$ cat src/rtl/ad7265_ctrl.sv
// AD7265 dual-ADC serial controller: frames ncs/adc_sclk, scans channel
// addresses round-robin, deserialises douta/doutb and publishes one A/B
// result pair per frame together with a frame-integrity flag.
//
// state   | meaning
// --------+-------------------------------------------------------------
// S_IDLE  | ncs high, sclk high, waiting for scan_en
// S_SETUP | ncs low, sclk high, T_CSS cycles before the first falling edge
// S_LOW   | sclk low half period (entered on each sclk falling edge)
// S_HIGH  | sclk high half period; after 32 falling edges leave to S_DONE
// S_DONE  | ncs high quiet time between frames
module ad7265_ctrl #(
  parameter int SCLK_HALF = 2,
  parameter int T_CSS     = 2,
  parameter int QUIET     = 4,
  parameter int NUM_CH    = 6
) (
  input  logic        clk,
  input  logic        rst_n,
  input  logic        scan_en,
  input  logic        rng_sel,
  output logic        adc_sclk,
  output logic        ncs,
  output logic        rng,
  output logic [2:0]  adc_addr,
  input  logic        douta,
  input  logic        doutb,
  output logic        result_valid,
  output logic [2:0]  result_ch,
  output logic [11:0] result_a,
  output logic [11:0] result_b,
  output logic        frame_err
);

  localparam int CM1  = (T_CSS > SCLK_HALF) ? T_CSS : SCLK_HALF;
  localparam int CMAX = (CM1 > QUIET) ? CM1 : QUIET;
  localparam int CW   = $clog2(CMAX + 1);

  localparam logic [CW-1:0] LD_CSS   = CW'(T_CSS - 1);
  localparam logic [CW-1:0] LD_HALF  = CW'(SCLK_HALF - 1);
  localparam logic [CW-1:0] LD_QUIET = CW'(QUIET - 1);
  localparam logic [2:0]    LAST_CH  = 3'(NUM_CH - 1);

  typedef enum logic [2:0] {S_IDLE, S_SETUP, S_LOW, S_HIGH, S_DONE} state_t;

  state_t         r_state, w_state_nx;
  logic [CW-1:0]  r_cnt, w_cnt_ld;
  logic           w_tc, w_start, w_fall, w_done, w_err;
  logic [5:0]     r_edges;
  logic           r_da, r_db;
  logic [31:0]    r_sa, r_sb;
  logic           r_ncs, r_sclk, r_rng, r_valid, r_err;
  logic [2:0]     r_addr, r_ch;
  logic [11:0]    r_ra, r_rb;
  logic           w_unused;

  assign w_tc = (r_cnt == '0);

  // Bit 0 of each frame is the tri-stated tail; it is shifted in but never used.
  assign w_unused = r_sa[0] ^ r_sb[0];

  // Fixed-zero bits must be clear and each line's second word must mirror the other line's first word.
  assign w_err = (|{r_sa[31:30], r_sa[17:14], r_sa[1], r_sb[31:30], r_sb[17:14], r_sb[1]})
               | (r_sa[13:2] != r_sb[29:18])
               | (r_sb[13:2] != r_sa[29:18]);

  // Next-state logic, frame events and the timer reload value for the state being entered.
  always_comb begin
    w_state_nx = r_state;
    w_start    = 1'b0;
    w_fall     = 1'b0;
    w_done     = 1'b0;
    w_cnt_ld   = '0;
    case (r_state)
      S_IDLE: begin
        if (scan_en) begin
          w_state_nx = S_SETUP;
          w_start    = 1'b1;
        end
      end
      S_SETUP: begin
        if (w_tc) begin
          w_state_nx = S_LOW;
          w_fall     = 1'b1;
        end
      end
      S_LOW: begin
        if (w_tc) w_state_nx = S_HIGH;
      end
      S_HIGH: begin
        if (w_tc) begin
          if (r_edges == 6'd32) begin
            w_state_nx = S_DONE;
            w_done     = 1'b1;
          end else begin
            w_state_nx = S_LOW;
            w_fall     = 1'b1;
          end
        end
      end
      S_DONE: begin
        if (w_tc) begin
          if (scan_en) begin
            w_state_nx = S_SETUP;
            w_start    = 1'b1;
          end else begin
            w_state_nx = S_IDLE;
          end
        end
      end
      default: w_state_nx = S_IDLE;
    endcase
    case (w_state_nx)
      S_SETUP:       w_cnt_ld = LD_CSS;
      S_LOW, S_HIGH: w_cnt_ld = LD_HALF;
      S_DONE:        w_cnt_ld = LD_QUIET;
      default:       w_cnt_ld = '0;
    endcase
  end

  // State register and per-state down-counter, reloaded on every state change.
  always_ff @(posedge clk or negedge rst_n) begin
    if (!rst_n) begin
      r_state <= S_IDLE;
      r_cnt   <= '0;
    end else begin
      r_state <= w_state_nx;
      if (w_state_nx != r_state) r_cnt <= w_cnt_ld;
      else if (!w_tc)            r_cnt <= r_cnt - 1'b1;
    end
  end

  // Pins are registered from the next state so they change on the same edge as the FSM.
  always_ff @(posedge clk or negedge rst_n) begin
    if (!rst_n) begin
      r_ncs  <= 1'b1;
      r_sclk <= 1'b1;
      r_rng  <= 1'b0;
      r_addr <= '0;
    end else begin
      r_ncs  <= !(w_state_nx == S_SETUP || w_state_nx == S_LOW || w_state_nx == S_HIGH);
      r_sclk <= (w_state_nx != S_LOW);
      if (w_start) r_rng <= rng_sel;
      if (w_done)  r_addr <= (r_addr == LAST_CH) ? 3'd0 : r_addr + 3'd1;
    end
  end

  // Input retiming plus MSB-first deserialisation on every sclk falling edge.
  always_ff @(posedge clk or negedge rst_n) begin
    if (!rst_n) begin
      r_da    <= 1'b0;
      r_db    <= 1'b0;
      r_sa    <= '0;
      r_sb    <= '0;
      r_edges <= '0;
    end else begin
      r_da <= douta;
      r_db <= doutb;
      if (w_start) r_edges <= '0;
      else if (w_fall) r_edges <= r_edges + 6'd1;
      if (w_fall) begin
        r_sa <= {r_sa[30:0], r_da};
        r_sb <= {r_sb[30:0], r_db};
      end
    end
  end

  // Publish the completed frame on the cycle ncs rises; fields hold until the next frame.
  always_ff @(posedge clk or negedge rst_n) begin
    if (!rst_n) begin
      r_valid <= 1'b0;
      r_ch    <= '0;
      r_ra    <= '0;
      r_rb    <= '0;
      r_err   <= 1'b0;
    end else begin
      r_valid <= w_done;
      if (w_done) begin
        r_ch  <= r_addr;
        r_ra  <= r_sa[29:18];
        r_rb  <= r_sb[29:18];
        r_err <= w_err;
      end
    end
  end

  assign ncs          = r_ncs;
  assign adc_sclk     = r_sclk;
  assign rng          = r_rng;
  assign adc_addr     = r_addr;
  assign result_valid = r_valid;
  assign result_ch    = r_ch;
  assign result_a     = r_ra;
  assign result_b     = r_rb;
  assign frame_err    = r_err;

endmodule

$ cat config.mk
export PLATFORM = sky130hd
export DESIGN_NAME = ad7265_ctrl
export DESIGN_NICKNAME = d
export VERILOG_FILES = /design/src/rtl/ad7265_ctrl.sv
export SDC_FILE = /design/constraint.sdc
export NUM_CORES = 1
export LEC_CHECK = 0
export ABC_AREA = 0
export CAP_MARGIN = 20
export CORE_MARGIN = 1
export CORE_UTILIZATION = 60
export DETAILED_ROUTE_END_ITERATION = 6
export PLACE_DENSITY_LB_ADDON = 0.1
export SLEW_MARGIN = 20
export SYNTH_ARGS = -nofsm -noshare
export SYNTH_HDL_FRONTEND = slang
export SYNTH_SLANG_ARGS = --single-unit
$ cat constraint.sdc
create_clock -name clk -period 5.1 [get_ports clk]
set_clock_uncertainty 0.15 [all_clocks]
set_input_delay 0.765 -clock clk [delete_from_list [all_inputs] [get_ports clk]]
set_output_delay 0.765 -clock clk [all_outputs]
set_load 0.02 [all_outputs]
## Word level (Yosys, flattened, before mapping)

Index checks and enable logic that the tools add are counted.
Widths: inputs -> output; s select.

| word-level totals | value |
|---|---|
| register bits | 113 |
| input port bits | 6 |
| output and inout port bits | 35 |
| word-level logic and storage cells | 68 |

| cells by class | value |
|---|---|
| $add $sub $neg | 3 |
| eq/ne operators | 15 |
| multiplexer cells | 24 |
| bitwise logic cells | 2 |
| reduce and logical (&&, ||, !) cells | 8 |

Operator list:

| kind | number |
|---|---|
| $mux 3 | 9 |
| $ne 12x12->1 | 2 |
| $pmux 3 s5 | 1 |
| $reduce_or 14->1 | 1 |
| $eq 3x2->1 const B | 4 |
| $mux 6 | 2 |
| $eq 3x3->1 const B | 3 |
| $mux 1 | 9 |
| $add 6x1->6 const B | 1 |
| $eq 3x1->1 const B | 2 |
| $eq 6x6->1 const B | 1 |
| $logic_not 3->1 | 2 |
| $pmux 1 s2 | 2 |
| $pmux 2 s2 | 1 |
| $add 3x1->3 const B | 1 |
| $ne 3x2->1 const B | 1 |
| $ne 3x3->1 | 1 |
| $reduce_or 3->1 | 1 |
| $sub 3x1->3 const B | 1 |
| $logic_or 1x1->1 | 2 |
| $ne 2x1->1 const B | 1 |
| $or 1x1->1 | 2 |
| $reduce_bool 2->1 | 1 |
| $logic_not 1->1 | 1 |

## Depth between registers and ports, before layout

Gate-level depths: netlist of run 1.

| depth | value |
|---|---|
| depth in word-level cells | 8 |
| depth in mapped cells | 9 |
| mapped depth without buffers | 7 |

## Least setup slack after synthesis of run 1

No wires, ideal clock.

| timing path | value |
|---|---|
| path kind | reg2reg |
| start point | register r_cnt[0] |
| end point | register r_sb[1] |
| library setup time | 125 ps |
| arrival | 1737 ps |
| data required time | 4825 ps |
| path slack | 3089 ps |
| cell stages (with the launch flop) | 8 |
| buffers on the path | 2 |
| clock period less this slack | 2011 ps |
| cells stage by stage | dfrtp_1 > inv_1 > ha_1 > and4bb_4 > a21boi_4 > buf_6 > buf_6 > mux2_2 |

| between the ends | value |
|---|---|
| cells in the longest elaborated chain, start to end | 3 |
| elaborated cells on any way between the ends | 4 |
| those cells by class | 3 x mux; 1 x reduce/logical |

RTL lines:

| element | RTL line | text |
|---|---|---|
| start: declaration | 47 | `logic [CW-1:0] r_cnt, w_cnt_ld;` |
| start signal: assignment | 128 | `if (w_state_nx != r_state) r_cnt <= w_cnt_ld;` |
| start signal: assignment | 129 | `else if (!w_tc) r_cnt <= r_cnt - 1'b1;` |
| $logic_not 3->1 * | 57 | `assign w_tc = (r_cnt == '0);` |
| $mux 1 (on tied branches) | 91, 82 |  |
| $pmux 1 s2 * | 74 | `case (r_state)` |
| end signal: assignment | 163 | `r_sb <= {r_sb[30:0], r_db};` |
| end: declaration | 51 | `logic [31:0] r_sa, r_sb;` |

Every way passes the cells marked *; elsewhere a longest branch is shown, timed or not.
A chain may end at the register's enable or synchronous reset.

## Final worst setup path of run 1

| timing path | value |
|---|---|
| start point | register r_cnt[0] |
| end point | register r_sa[30] |

| between the ends | value |
|---|---|
| cells in the longest elaborated chain, start to end | 3 |
| elaborated cells on any way between the ends | 4 |
| those cells by class | 3 x mux; 1 x reduce/logical |

RTL lines:

| element | RTL line | text |
|---|---|---|
| $logic_not 3->1 * | 57 |  |
| $mux 1 (on tied branches) | 91, 82 |  |
| $pmux 1 s2 * | 74 |  |
| end signal: assignment | 162 | `r_sa <= {r_sa[30:0], r_da};` |
| end: declaration | 51 |  |

Marks and branches as above.

==> summary.txt, run 1 <==
Clock tree
  – Root Buffer: clkbuf_8
  – Total CTS buffers: 17
  – Reg clk slew, reported paths: 60 ps
  – Clk Latency, worst-skew pair: 510 ps
  – Clk buf depth: 2
  – H-Tree Depth: 4
  – Clock Sinks: 113
  – TritonCTS clock tree: built

STA
  – Tcrit/Tclk final: 0.573
  – F_max: 342 MHz
  – Slew Viols, Final: 0
  – Final worst setup slack: 2180 ps
  – Final setup violation count: 0
  – Setup_tns: 0 ps
  – RSZ-0062 raised after global routing: no
  – Slew headroom: 0.574
  – Worst-margin pin slew: 638 ps
  – Tmin final: 2920 ps
  – Final Hold Fails: 0
  – Worst hold slack: 313 ps

Global route
  – Vias in the first global route: 2953
  – Grt total ovfl: 0
  – Initial antenna violation count: 0
  – GRT Overall Usage: 0.235
  – First-pass GRT wire length: 14.8 mm
  – Largest net degree at the start of global routing: 81

Synthesis
  – Adder-cell share of the synthesized area: 0.0105
  – Fraction of the mapped netlist area in compound gates: 0.0226
  – Syn Nets: 393
  – Synthesized area: approximately 4800 µm²
  – Async SR Flop Fraction: 1.00
  – EDFF count, synth: 0
  – XOR/XNOR share of the synthesized area: 0.0552
  – Largest family of logic cells by synthesized area: multiplexers
  – Syn_area_per_cell: between 10 and 15 µm²
  – Sequential area share after synthesis: 0.595
  – Synth Area in Simple Gates: 0.123
  – Mapped Cells: 383
  – Mux cell area share after synthesis: 0.165
  – Post-synth cell types: 40
  – Main synth FF type: dfrtp_1
  – Synth Register Bits: 113
  – Number of warnings issued by yosys: 0

Route
  – Vias: 2950
  – DRT iter0 DRCs: 170
  – Drt drc: 0
  – DR WL/cell: 16.0 µm
  – Detailed Route WL: slightly below 9 mm
  – Post-route ant nets: 0
  – Vias per inst: 5.40
  – TritonRoute pass-1 iters: 4

Floorplan
  – Die height: 91.0 µm
  – IO Pins: 41
  – Core Box Area: slightly below 8000 µm²
  – Die area: 8290 µm²
  – Row cnt: 32
  – Die X: 91.0 µm
  – Effective utilization at floorplan: 0.619

Final layout
  – NumNets Final: around 440
  – Fraction of layout cells with a size suffix above 1: 0.239
  – Area growth syn-to-layout: 23.1%
  – Non-Filler Instances: 546
  – N_diodes: 0
  – Core Util, Final: 0.762
  – FILL cells: 508

Placed design
  – Detailed Place HPWL: 5.40 mm
  – Gpl congestion: 0.779
  – I/O Buffers: 40
  – DP Worst Slack: about 2200 ps
  – Inst Count DP: approximately 510

Worst setup path
  – Critical-path maximum fanout: 48
  – Worst path cell trace: inv_1 > ha_1 > and4bb_4 > a21boi_4 > buf_4 > mux2_2
  – Arrival @ worst endpoint: 3160 ps
  – Worst Setup End Kind: register
  – Required @ worst endpoint: 5340 ps
  – Crit start category: register
  – Kind of critical path: register to register
  – Max incr delay on CP: 620 ps
  – CP max stage cell: buf_4

Job
  – Maxcap violations: 0

Power
  – PwrDens: 540 nW/µm²
  – Leak: 2.80 nW
  – Worst vdd ir: 0.000314 V

Outcome
  – Status: finished, final reports clean

Hold path
  – Worst min path class: register to register
[per-layer routing]
metal	global-route usage	up-vias	routed length, µm
li1	-	1399	-
met1	0.324	1487	4230
met2	0.355	54	4130
met3	0.0704	10	303
met4	0.0873	0	92
met5	0	-	0
[worst paths after layout]
check / depth (start not counted) / end / slack [ps] / start
setup / recovery: 6 / r_sa[30] / 2180 / r_cnt[0]
hold / removal: 1 / r_sb[0] / 310 / r_db
setup reg to reg: 6 / r_sa[30] / 2180 / r_cnt[0]
hold reg to reg: 1 / r_sb[0] / 310 / r_db
max in group asynchronous: 4 / r_sb[2] / 3180 / rst_n
min in group asynchronous: 2 / r_cnt[1] / 530 / rst_n
[what timing repair did]
item | 4_1_cts | 5_1_grt
hold buffers | 0 | 1
buffers inserted | 0 | 0
endpoints found under the hold margin | 0 | 19
resized for setup | 0 | 0
[metrics by stage]
stage               instance area [µm²]  total power [mW]
floorplan                          4760              1.79
global placement                   5190              1.90
detailed placement                 5190              1.92
CTS                                5820              3.17
global route                       5860              3.31
finish                             5860              3.16
[synthesized netlist by cell type (2+ instances only)]
cell	number	share of area
nand3_1	2	0.0021
nand4_1	10	0.013
nor3b_1	2	0.0032
nand2_1	84	0.066
mux2_2	64	0.15
a21oi_1	3	0.0032
xnor2_1	26	0.048
nand2b_1	2	0.0026
dfrtp_1	111	0.58
buf_2	3	0.0032
buf_4	3	0.0047
dfstp_2	2	0.011
inv_1	4	0.0032
nor4_1	4	0.0053
nor2b_1	4	0.0053
clkbuf_1	4	0.0032
xor2_1	4	0.0074
mux2i_1	2	0.0042
buf_6	5	0.012
mux2_1	4	0.0095
nor2_1	17	0.013
and3_1	2	0.0026
ha_1	4	0.011
[critical path, delay by kind of cell (launching register included)]
kind | cells | cell delay, ps
buffers and inverters | 2 | 730
AO/OA/AOI/OAI | 1 | 560
multiplexers | 1 | 420
flip-flops | 1 | 390
AND/OR/NAND/NOR | 1 | 310
adder cells (fa/ha/maj) | 1 | 230
[final cells by class]
class,count,area [µm²],area share
tap,102,128,0.0218
sequential,113,2830,0.483
timing repair buffer,45,458,0.0782
clock inverter,10,155,0.0265
clock buffer,22,473,0.0808
multi-input combinational,249,1790,0.306
inverter,5,18.8,0.00321
[state kept, by name, indices dropped and copies added (netlist names), 3 cells and up]
signal	count
r_sa	32
r_sb	32
result_a	12
result_b	12
r_edges	6
adc_addr	3
r_cnt	3
r_state	3
result_ch	3
[power breakdown]
part | internal, mW | switching, mW | leakage, nW
Clock | 0.841 | 0.393 | 0.307
Sequential | 1.06 | 0.148 | 1.52
Combinational | 0.374 | 0.343 | 0.980
Total | 2.27 | 0.884 | 2.80
[cell usage in the layout, fill, tap and decap left out, drive strengths merged]
master | synthesis | final
ha | 4 | 4
dfrtp | 111 | 111
and3 | 2 | 2
dlygate4sd3 | 0 | 1
nor3b | 2 | 2
nor2 | 17 | 17
mux2i | 2 | 2
a22oi | 1 | 1
o21a | 1 | 1
xor2 | 4 | 4
clkbuf | 5 | 22
and4bb | 2 | 2
clkinv | 0 | 4
o21bai | 1 | 1
nor4 | 4 | 4
xnor2 | 26 | 26
o32ai | 1 | 1
bufinv | 0 | 4
nand2 | 84 | 84
clkinvlp | 0 | 2
nor2b | 4 | 4
nand4 | 10 | 10
clkdlybuf4s50 | 0 | 39
a21boi | 2 | 2
nand2b | 2 | 2
a31oi | 1 | 1
o21ai | 1 | 1
dfstp | 2 | 2
buf | 11 | 5
a211oi | 1 | 1
inv | 5 | 5
nand4bb | 1 | 1
o211ai | 1 | 1
a21oi | 3 | 3
nand3 | 2 | 2
nor3 | 1 | 1
a311oi | 1 | 1
mux2 | 68 | 68
[kinds of logic (layout without fill, tap and decap cells)]
group | after synthesis | in the layout
compound gates | 14 | 14
xor+xnor | 30 | 30
buf+inv | 21 | 82
fa+ha+maj | 4 | 4
simple gates | 131 | 131
mux | 70 | 70
flops | 113 | 113
No activity file was read; power rests on OpenSTA's default activity.
==> run 2: changes to the inputs <==
--- a/config.mk
+++ b/config.mk
@@ -8,7 +8,7 @@
 export ABC_AREA = 0
 export CAP_MARGIN = 20
 export CORE_MARGIN = 1
-export CORE_UTILIZATION = 60
+export CORE_UTILIZATION = 57
 export DETAILED_ROUTE_END_ITERATION = 6
 export PLACE_DENSITY_LB_ADDON = 0.1
 export SLEW_MARGIN = 20
==> constraint.sdc (replaced) <==
create_clock -name clk -period 2.97 [get_ports clk]
set_clock_uncertainty 0.15 [all_clocks]
set_input_delay 0.4455 -clock clk [delete_from_list [all_inputs] [get_ports clk]]
set_output_delay 0.4455 -clock clk [all_outputs]
set_load 0.02 [all_outputs]
==> run 2 against run 1 <==
Effect of this change: largest cell class unchanged; wire length rose by 0.67%; critical path type unchanged; first-iteration DRC count fell by 13%; highest routed layer unchanged; die area rose by 5.1%; clock power rose by 53%.
==> summary.txt, run 2 (synthesized netlist as in run 1, its figures left out) <==
STA
  – Slew Viols, Final: 0 (unchanged)
  – RSZ-0062 raised after global routing: no (unchanged)
  – Final setup violation count: 0 (unchanged)
  – Tcrit/Tclk final: 0.759 (was 0.573)
  – Tmin final: 2250 ps (was 2920 ps)
  – Slew headroom: 0.589 (was 0.574)
  – Setup_tns: 0 ps (unchanged)
  – Worst-margin pin slew: 615 ps (was 638 ps)
  – F_max: 444 MHz (was 342 MHz)
  – Final Hold Fails: 0 (unchanged)
  – Final worst setup slack: 717 ps (was 2180 ps)

Worst setup path
  – Setup slack, reg-to-reg: 720 ps (was 2180 ps)
  – Crit start category: register (unchanged)
  – Kind of critical path: register to register (unchanged)
  – R2R cell count: 6 (unchanged)
  – Buf/Inv on CP: 2 (unchanged)
  – Worst path cell trace: inv_1 > ha_1 > and4bb_4 > a21boi_4 > buf_12 > mux2_2 (was inv_1 > ha_1 > and4bb_4 > a21boi_4 > buf_4 > mux2_2)
  – Critical-path maximum fanout: 66 (was 48)
  – Worst Setup End Kind: register (unchanged)
  – Max incr delay on CP: 390 ps (was 620 ps)
  – Cell family with most CP delay: buffers and inverters (unchanged)
  – Arrival @ worst endpoint: 2490 ps (was 3160 ps)
  – R2R Path Start: r_cnt[0] (unchanged)
  – Crit path launch: r_cnt[0] (unchanged)
  – R2r endpoint: r_sb[19] (was r_sa[30])
  – CP max stage cell: dfrtp_1 (was buf_4)
  – Required @ worst endpoint: 3210 ps (was 5340 ps)

Outcome
  – Status: finished, final reports clean (unchanged)

Power
  – Worst vdd ir: 0.000481 V (was 0.000314 V)
  – Power share of the combinational group: 0.240 (was 0.227)
  – Register share of total power: 0.399 (was 0.382)
  – PwrDens: 896 nW/µm² (was 540 nW/µm²)
  – Total internal power: 3.70 mW (was 2.27 mW)
  – Clock power share: 0.361 (was 0.390)
  – Leak: 2.77 nW (was 2.80 nW)
  – Psw: 1.50 mW (was 884 µW)
  – Sw Share: 0.288 (was 0.280)

Clock tree
  – Root Buffer: clkbuf_8 (unchanged)
  – Total CTS buffers: 17 (unchanged)
  – Gates resized, CTS repair: 0 (unchanged)
  – Clock Sinks: 113 (unchanged)
  – Clk Latency, worst-skew pair: 510 ps (about the same)
  – H-Tree Depth: 4 (unchanged)
  – Clk buf depth: 2 (unchanged)
  – Reg clk slew, reported paths: 50 ps (was 60 ps)
  – TritonCTS clock tree: built (unchanged)

Route
  – Drt drc: 0 (unchanged)
  – DRT met1 WL: 4.12 mm (was 4.23 mm)
  – WL met2: 4.32 mm (was 4.13 mm)
  – DR WL/cell: 16.1 µm (was 16.0 µm)
  – Uppermost layer routed: met4 (unchanged)
  – TritonRoute pass-1 iters: 5 (was 4)
  – Met3 WL: 289 µm (was 303 µm)
  – Vias per inst: 5.41 (was 5.40)
  – Detailed Route WL: 8.82 mm (was 8.76 mm)
  – DRT iter0 DRCs: 148 (was 170)
  – Post-route ant nets: 0 (unchanged)
  – Vias: 2957 (was 2950)

Global route
  – Grt total ovfl: 0 (unchanged)
  – GRT Overall Usage: 0.231 (was 0.235)
  – Largest net degree at the start of global routing: 67 (was 81)
  – Initial antenna violation count: 0 (unchanged)
  – Vias in the first global route: 2993 (was 2953)
  – First-pass GRT wire length: 14.8 mm (about the same)

Floorplan
  – Die height: 93.3 µm (was 91.0 µm)
  – Die X: 93.3 µm (was 91.0 µm)
  – Effective utilization at floorplan: 0.603 (was 0.619)
  – IO Pins: 41 (unchanged)
  – Core Box Area: 7890 µm² (was 7690 µm²)
  – Die area: 8710 µm² (was 8290 µm²)
  – Row cnt: 32 (unchanged)

Final layout
  – N_diodes: 0 (unchanged)
  – NumNets Final: 442 (was 441)
  – Fraction of layout cells with a size suffix above 1: 0.238 (was 0.239)
  – Area growth syn-to-layout: 22.0% (was 23.1%)
  – Commonest non-fill, non-tap cell in the layout: dfrtp_1 (unchanged)
  – Most frequent cells in the layout: 111 x dfrtp_1, 84 x nand2_1, 64 x mux2_2 (unchanged)
  – Largest registers: r_sa (32), r_sb (32) (unchanged)

Placed design
  – Gpl congestion: 0.825 (was 0.779)
  – I/O Buffers: 40 (unchanged)
  – Detailed Place HPWL: 5.61 mm (was 5.40 mm)
  – DP Worst Slack: 760 ps (was 2220 ps)

Hold path
  – Hold depth: 1 (unchanged)
  – Worst Hold Path EP: r_da (was r_sb[0])
  – Worst min path class: input pin to register (was register to register)
  – Min-delay src: douta (was r_db)

Job
  – Maxcap violations: 0 (unchanged)
## run 2: changes by cell type in the layout (fill, tap and decap cells not counted)
| cell | before | now |
|---|---|---|
| clkinvlp_4 | 2 | 3 |
| clkinv_2 | 4 | 6 |
| clkbuf_8 | 5 | 3 |
| buf_12 | 0 | 2 |
| buf_16 | 1 | 0 |
| bufinv_16 | 4 | 2 |
| clkbuf_1 | 1 | 2 |
## run 2: timing repair
| action | CTS | global route |
|---|---|---|
| endpoints found under the setup margin | 0 | 0 |
| setup buffers | 0 | 0 |
| endpoints found under the hold margin | 33 | 0 |
| hold buffers | 1 | 0 |
## run 2: final cells by class
cell class / count / area (µm²)
multi-input cells: 249 / 1790
fillers: 529 / 2090
well taps: 102 / 128
inverters: 5 / 18.8
repair buffers: 46 / 470
flip-flops and latches: 113 / 2830
clock inverters: 11 / 113
clock buffers: 21 / 449
## run 2: power by group through the flow
| stage | clock [mW] | combinational [mW] | sequential [mW] |
|---|---|---|---|
| final | 1.88 | 1.25 | 2.07 |
| after global routing | 2.00 | 1.36 | 2.11 |
| after CTS | 1.92 | 1.26 | 2.07 |
| after detailed placement | 0 | 1.24 | 2.09 |
| after global placement | 0 | 1.20 | 2.08 |
| after floorplan | 0 | 1.02 | 2.05 |
## run 2: routing by layer
metal | global-route usage | up-vias
met4 | 0.0897 | 0
met1 | 0.307 | 1500
li1 | - | 1396
met2 | 0.358 | 52
met5 | 0 | -
met3 | 0.0707 | 9
## run 2: how the worst max path moves through the flow
stage	cells after the start	end
floorplan	7	r_sb[1]
global placement	6	r_sb[17]
detailed placement	6	r_sa[6]
CTS	6	r_sa[22]
global route	6	r_sb[19]
finish	6	r_sb[19]
## run 2: per-stage QoR
stage | instances | hold WS, ps | utilization | instance area [µm²] | power (mW)
3_3_place_gp | 514 | 287 | 0.663 | 5230 | 3.28
6_report | 547 | 222 | 0.736 | 5800 | 5.20
5_1_grt | 547 | 202 | 0.736 | 5800 | 5.47
2_1_floorplan | 383 | -0.0911 | - | 4760 | 3.07
4_1_cts | 547 | 200 | 0.736 | 5800 | 5.25
3_5_place_dp | 514 | 293 | 0.663 | 5230 | 3.33
## run 2: worst register-to-register path: cells and delay by family, from the launching register on
kind | cells | cell delay (ps)
fa+ha+maj | 1 | 230
buf+inv | 2 | 430
flops | 1 | 390
compound gates | 1 | 210
mux | 1 | 420
simple gates | 1 | 300
==> run 3: changes to the inputs <==
--- a/config.mk
+++ b/config.mk
@@ -8,7 +8,7 @@
 export ABC_AREA = 0
 export CAP_MARGIN = 20
 export CORE_MARGIN = 1
-export CORE_UTILIZATION = 57
+export CORE_UTILIZATION = 52
 export DETAILED_ROUTE_END_ITERATION = 6
 export PLACE_DENSITY_LB_ADDON = 0.1
 export SLEW_MARGIN = 20
==> constraint.sdc (replaced) <==
create_clock -name clk -period 1.9 [get_ports clk]
set_clock_uncertainty 0.15 [all_clocks]
set_input_delay 0.285 -clock clk [delete_from_list [all_inputs] [get_ports clk]]
set_output_delay 0.285 -clock clk [all_outputs]
set_load 0.02 [all_outputs]
==> run 3 against run 2 <==
Effect of this change: the flow now finishes with violations (DRC, setup timing); hold slack lost 160 ps; wire length rose by 10%; via count up 3.7%; fmax increased by 14%; power up 81%; combinational power up 130%; setup slack lost 790 ps; utilization fell by 1.4 points; sequential cell count is the same; non-clock buffer count up 26; critical path type unchanged.
==> summary.txt, run 3 (synthesized netlist as in run 1, its figures left out) <==
Outcome
  – Status: finished, violations left (was finished, final reports clean)
  – Violated checks: DRC, setup timing

Worst setup path
  – Worst path cell trace: inv_2 > ha_4 > and4bb_4 > a21boi_4 > buf_4 > buf_12 > mux2_2 (was inv_1 > ha_1 > and4bb_4 > a21boi_4 > buf_12 > mux2_2)
  – Critical-path maximum fanout: 11 (was 66)
  – Worst Setup End Kind: register (unchanged)
  – Arrival @ worst endpoint: 2230 ps (was 2490 ps)
  – Kind of critical path: register to register (unchanged)
  – CP max stage cell: dfrtp_1 (unchanged)
  – Max incr delay on CP: 380 ps (was 390 ps)
  – Required @ worst endpoint: 2150 ps (was 3210 ps)
  – Crit start category: register (unchanged)

Final layout
  – Multi-input gate area: 2010 µm² (was 1790 µm²)
  – Area growth syn-to-layout: 33.5% (was 22.0%)
  – FF+latch area: 2830 µm² (unchanged)
  – FILL cells: 618 (was 529)
  – N_diodes: 0 (unchanged)
  – Non-Filler Instances: 579 (was 547)
  – Layout Cell Area excl Fill: 6350 µm² (was 5800 µm²)
  – NumNets Final: 468 (was 442)
  – Most frequent cells in the layout: 111 x dfrtp_1, 84 x nand2_1, 53 x mux2_4 (was 111 x dfrtp_1, 84 x nand2_1, 64 x mux2_2)
  – Fraction of layout cells with a size suffix above 1: 0.304 (was 0.238)
  – Largest registers: r_sa (32), r_sb (32) (unchanged)
  – Commonest non-fill, non-tap cell in the layout: dfrtp_1 (unchanged)

Clock tree
  – Total CTS buffers: 17 (unchanged)
  – H-Tree Depth: 4 (unchanged)
  – TritonCTS clock tree: built (unchanged)
  – Root Buffer: clkbuf_8 (unchanged)
  – Clock Sinks: 113 (unchanged)
  – Clk Latency, worst-skew pair: 520 ps (was 510 ps)
  – Clk buf depth: 2 (unchanged)
  – Reg clk slew, reported paths: 60 ps (was 50 ps)

Route
  – Post-route ant nets: 0 (unchanged)
  – DR WL/cell: 16.8 µm (was 16.1 µm)
  – DRT iter0 DRCs: 128 (was 148)
  – Drt drc: 6 (was 0)
  – Vias: 3066 (was 2957)
  – Detailed Route WL: 9.72 mm (was 8.82 mm)
  – TritonRoute pass-1 iters: 6 (was 5)
  – Vias per inst: 5.30 (was 5.41)

Floorplan
  – Core Box Area: 8810 µm² (was 7890 µm²)
  – Die area: 9530 µm² (was 8710 µm²)
  – Row cnt: 34 (was 32)
  – Die X: 97.6 µm (was 93.3 µm)
  – Die height: 97.6 µm (was 93.3 µm)
  – Effective utilization at floorplan: 0.540 (was 0.603)
  – IO Pins: 41 (unchanged)

STA
  – Setup_tns: -3050 ps (was 0 ps)
  – Tcrit/Tclk final: 1.04 (was 0.759)
  – Final worst setup slack: -76.5 ps (was 717 ps)
  – Final setup violation count: 60 (was 0)
  – Final Hold Fails: 0 (unchanged)
  – Slew headroom: 0.716 (was 0.589)
  – Worst hold slack: 67.0 ps (was 222 ps)
  – RSZ-0062 raised after global routing: yes (was no)
  – Tmin final: 1980 ps (was 2250 ps)
  – F_max: 506 MHz (was 444 MHz)
  – Worst-margin pin slew: 422 ps (was 615 ps)
  – Slew Viols, Final: 0 (unchanged)

Placed design
  – Inst Count DP: 541 (was 514)
  – Gpl congestion: 0.805 (was 0.825)
  – Area after DPL: 5590 µm² (was 5230 µm²)
  – I/O Buffers: 40 (unchanged)
  – Detailed Place HPWL: 6.08 mm (was 5.61 mm)

Power
  – Total internal power: 6.65 mW (was 3.70 mW)
  – Leak: 3.23 nW (was 2.77 nW)
  – Clock power share: 0.357 (was 0.361)
  – Power share of the combinational group: 0.304 (was 0.240)
  – Register share of total power: 0.338 (was 0.399)
  – PwrDens: 1480 nW/µm² (was 896 nW/µm²)
  – Worst vdd ir: 0.000926 V (was 0.000481 V)
  – Sw Share: 0.294 (was 0.288)
  – Psw: 2.76 mW (was 1.50 mW)

Global route
  – GRT Overall Usage: 0.223 (was 0.231)
  – Initial antenna violation count: 0 (unchanged)
  – Grt total ovfl: 0 (unchanged)
  – First-pass GRT wire length: 16.3 mm (was 14.8 mm)
  – Vias in the first global route: 3278 (was 2993)
  – Largest net degree at the start of global routing: 38 (was 67)

Job
  – Maxcap violations: 0 (unchanged)

Hold path
  – Worst min path class: input pin to register (unchanged)
run 3: changes by cell type in the layout (fill, tap and decap cells not counted), sizes merged:
cell,change
clkdlybuf4s50,-35
dlygate4sd2,+34
inv,+5
clkbuf,-1
dlymetal6s2s,+1
buf,+24
clkinv,-4
bufinv,+2
run 3: power by group through the flow:
stage          clock network [mW]  registers (mW)  logic [mW]
2_1_floorplan                   0            3.23        1.88
3_3_place_gp                    0            3.21        2.51
3_5_place_dp                    0            3.22        2.58
4_1_cts                      3.40            3.18        2.70
5_1_grt                      3.51            3.24        3.09
6_report                     3.36            3.18        2.87
run 3: layer usage:
layer | share of wire | wire length [µm] | GRT usage | vias up
met1 | 0.47 | 4600 | 0.295 | 1542
met4 | 0.023 | 221 | 0.0944 | 0
met2 | 0.47 | 4620 | 0.350 | 53
li1 | - | - | - | 1452
met3 | 0.029 | 278 | 0.0547 | 19
met5 | 0 | 0 | 0 | -
run 3: final timing paths:
kind | cells after the start | slack [ps] | end | start
setup / recovery | 7 | -80 | r_sb[12] | r_cnt[1]
hold / removal | 1 | 70 | r_db | doutb
setup reg to reg | 7 | -80 | r_sb[12] | r_cnt[1]
hold reg to reg | 2 | 310 | result_b[3] | result_b[3]
max in group asynchronous | 3 | 910 | ncs | rst_n
min in group asynchronous | 2 | 100 | result_ch[0] | rst_n
run 3: timing repair:
action,4_1_cts,5_1_grt
cloned,1,2
hold buffers,1,0
resized for setup,38,17
setup buffers,2,0
hold endpoints to repair,112,0
setup endpoints to repair,98,98
run 3: stage by stage:
stage / setup slack, ps / utilization / total power [mW]
after floorplan: -48.0 / - / 5.11
after global placement: -61.1 / 0.635 / 5.72
after detailed placement: -102 / 0.635 / 5.80
after CTS: -71.9 / 0.708 / 9.27
after global routing: -155 / 0.721 / 9.84
final: -76.5 / 0.721 / 9.41
run 3: area by class of cell:
class / count / share of cell area
Inverter: 5 / 0.00296
Clock buffer: 18 / 0.0674
Sequential cell: 113 / 0.446
Multi-Input combinational cell: 249 / 0.317
Clock inverter: 14 / 0.0315
Timing Repair Buffer: 72 / 0.114
Tap cell: 108 / 0.0213
run 3: worst max-delay path, delay by kind of cell, from the launching register on:
kind	cells	cell delay, ps
AO/OA/AOI/OAI	1	200
adder cells (fa/ha/maj)	1	130
buffers and inverters	3	410
flip-flops	1	380
multiplexers	1	350
AND/OR/NAND/NOR	1	230
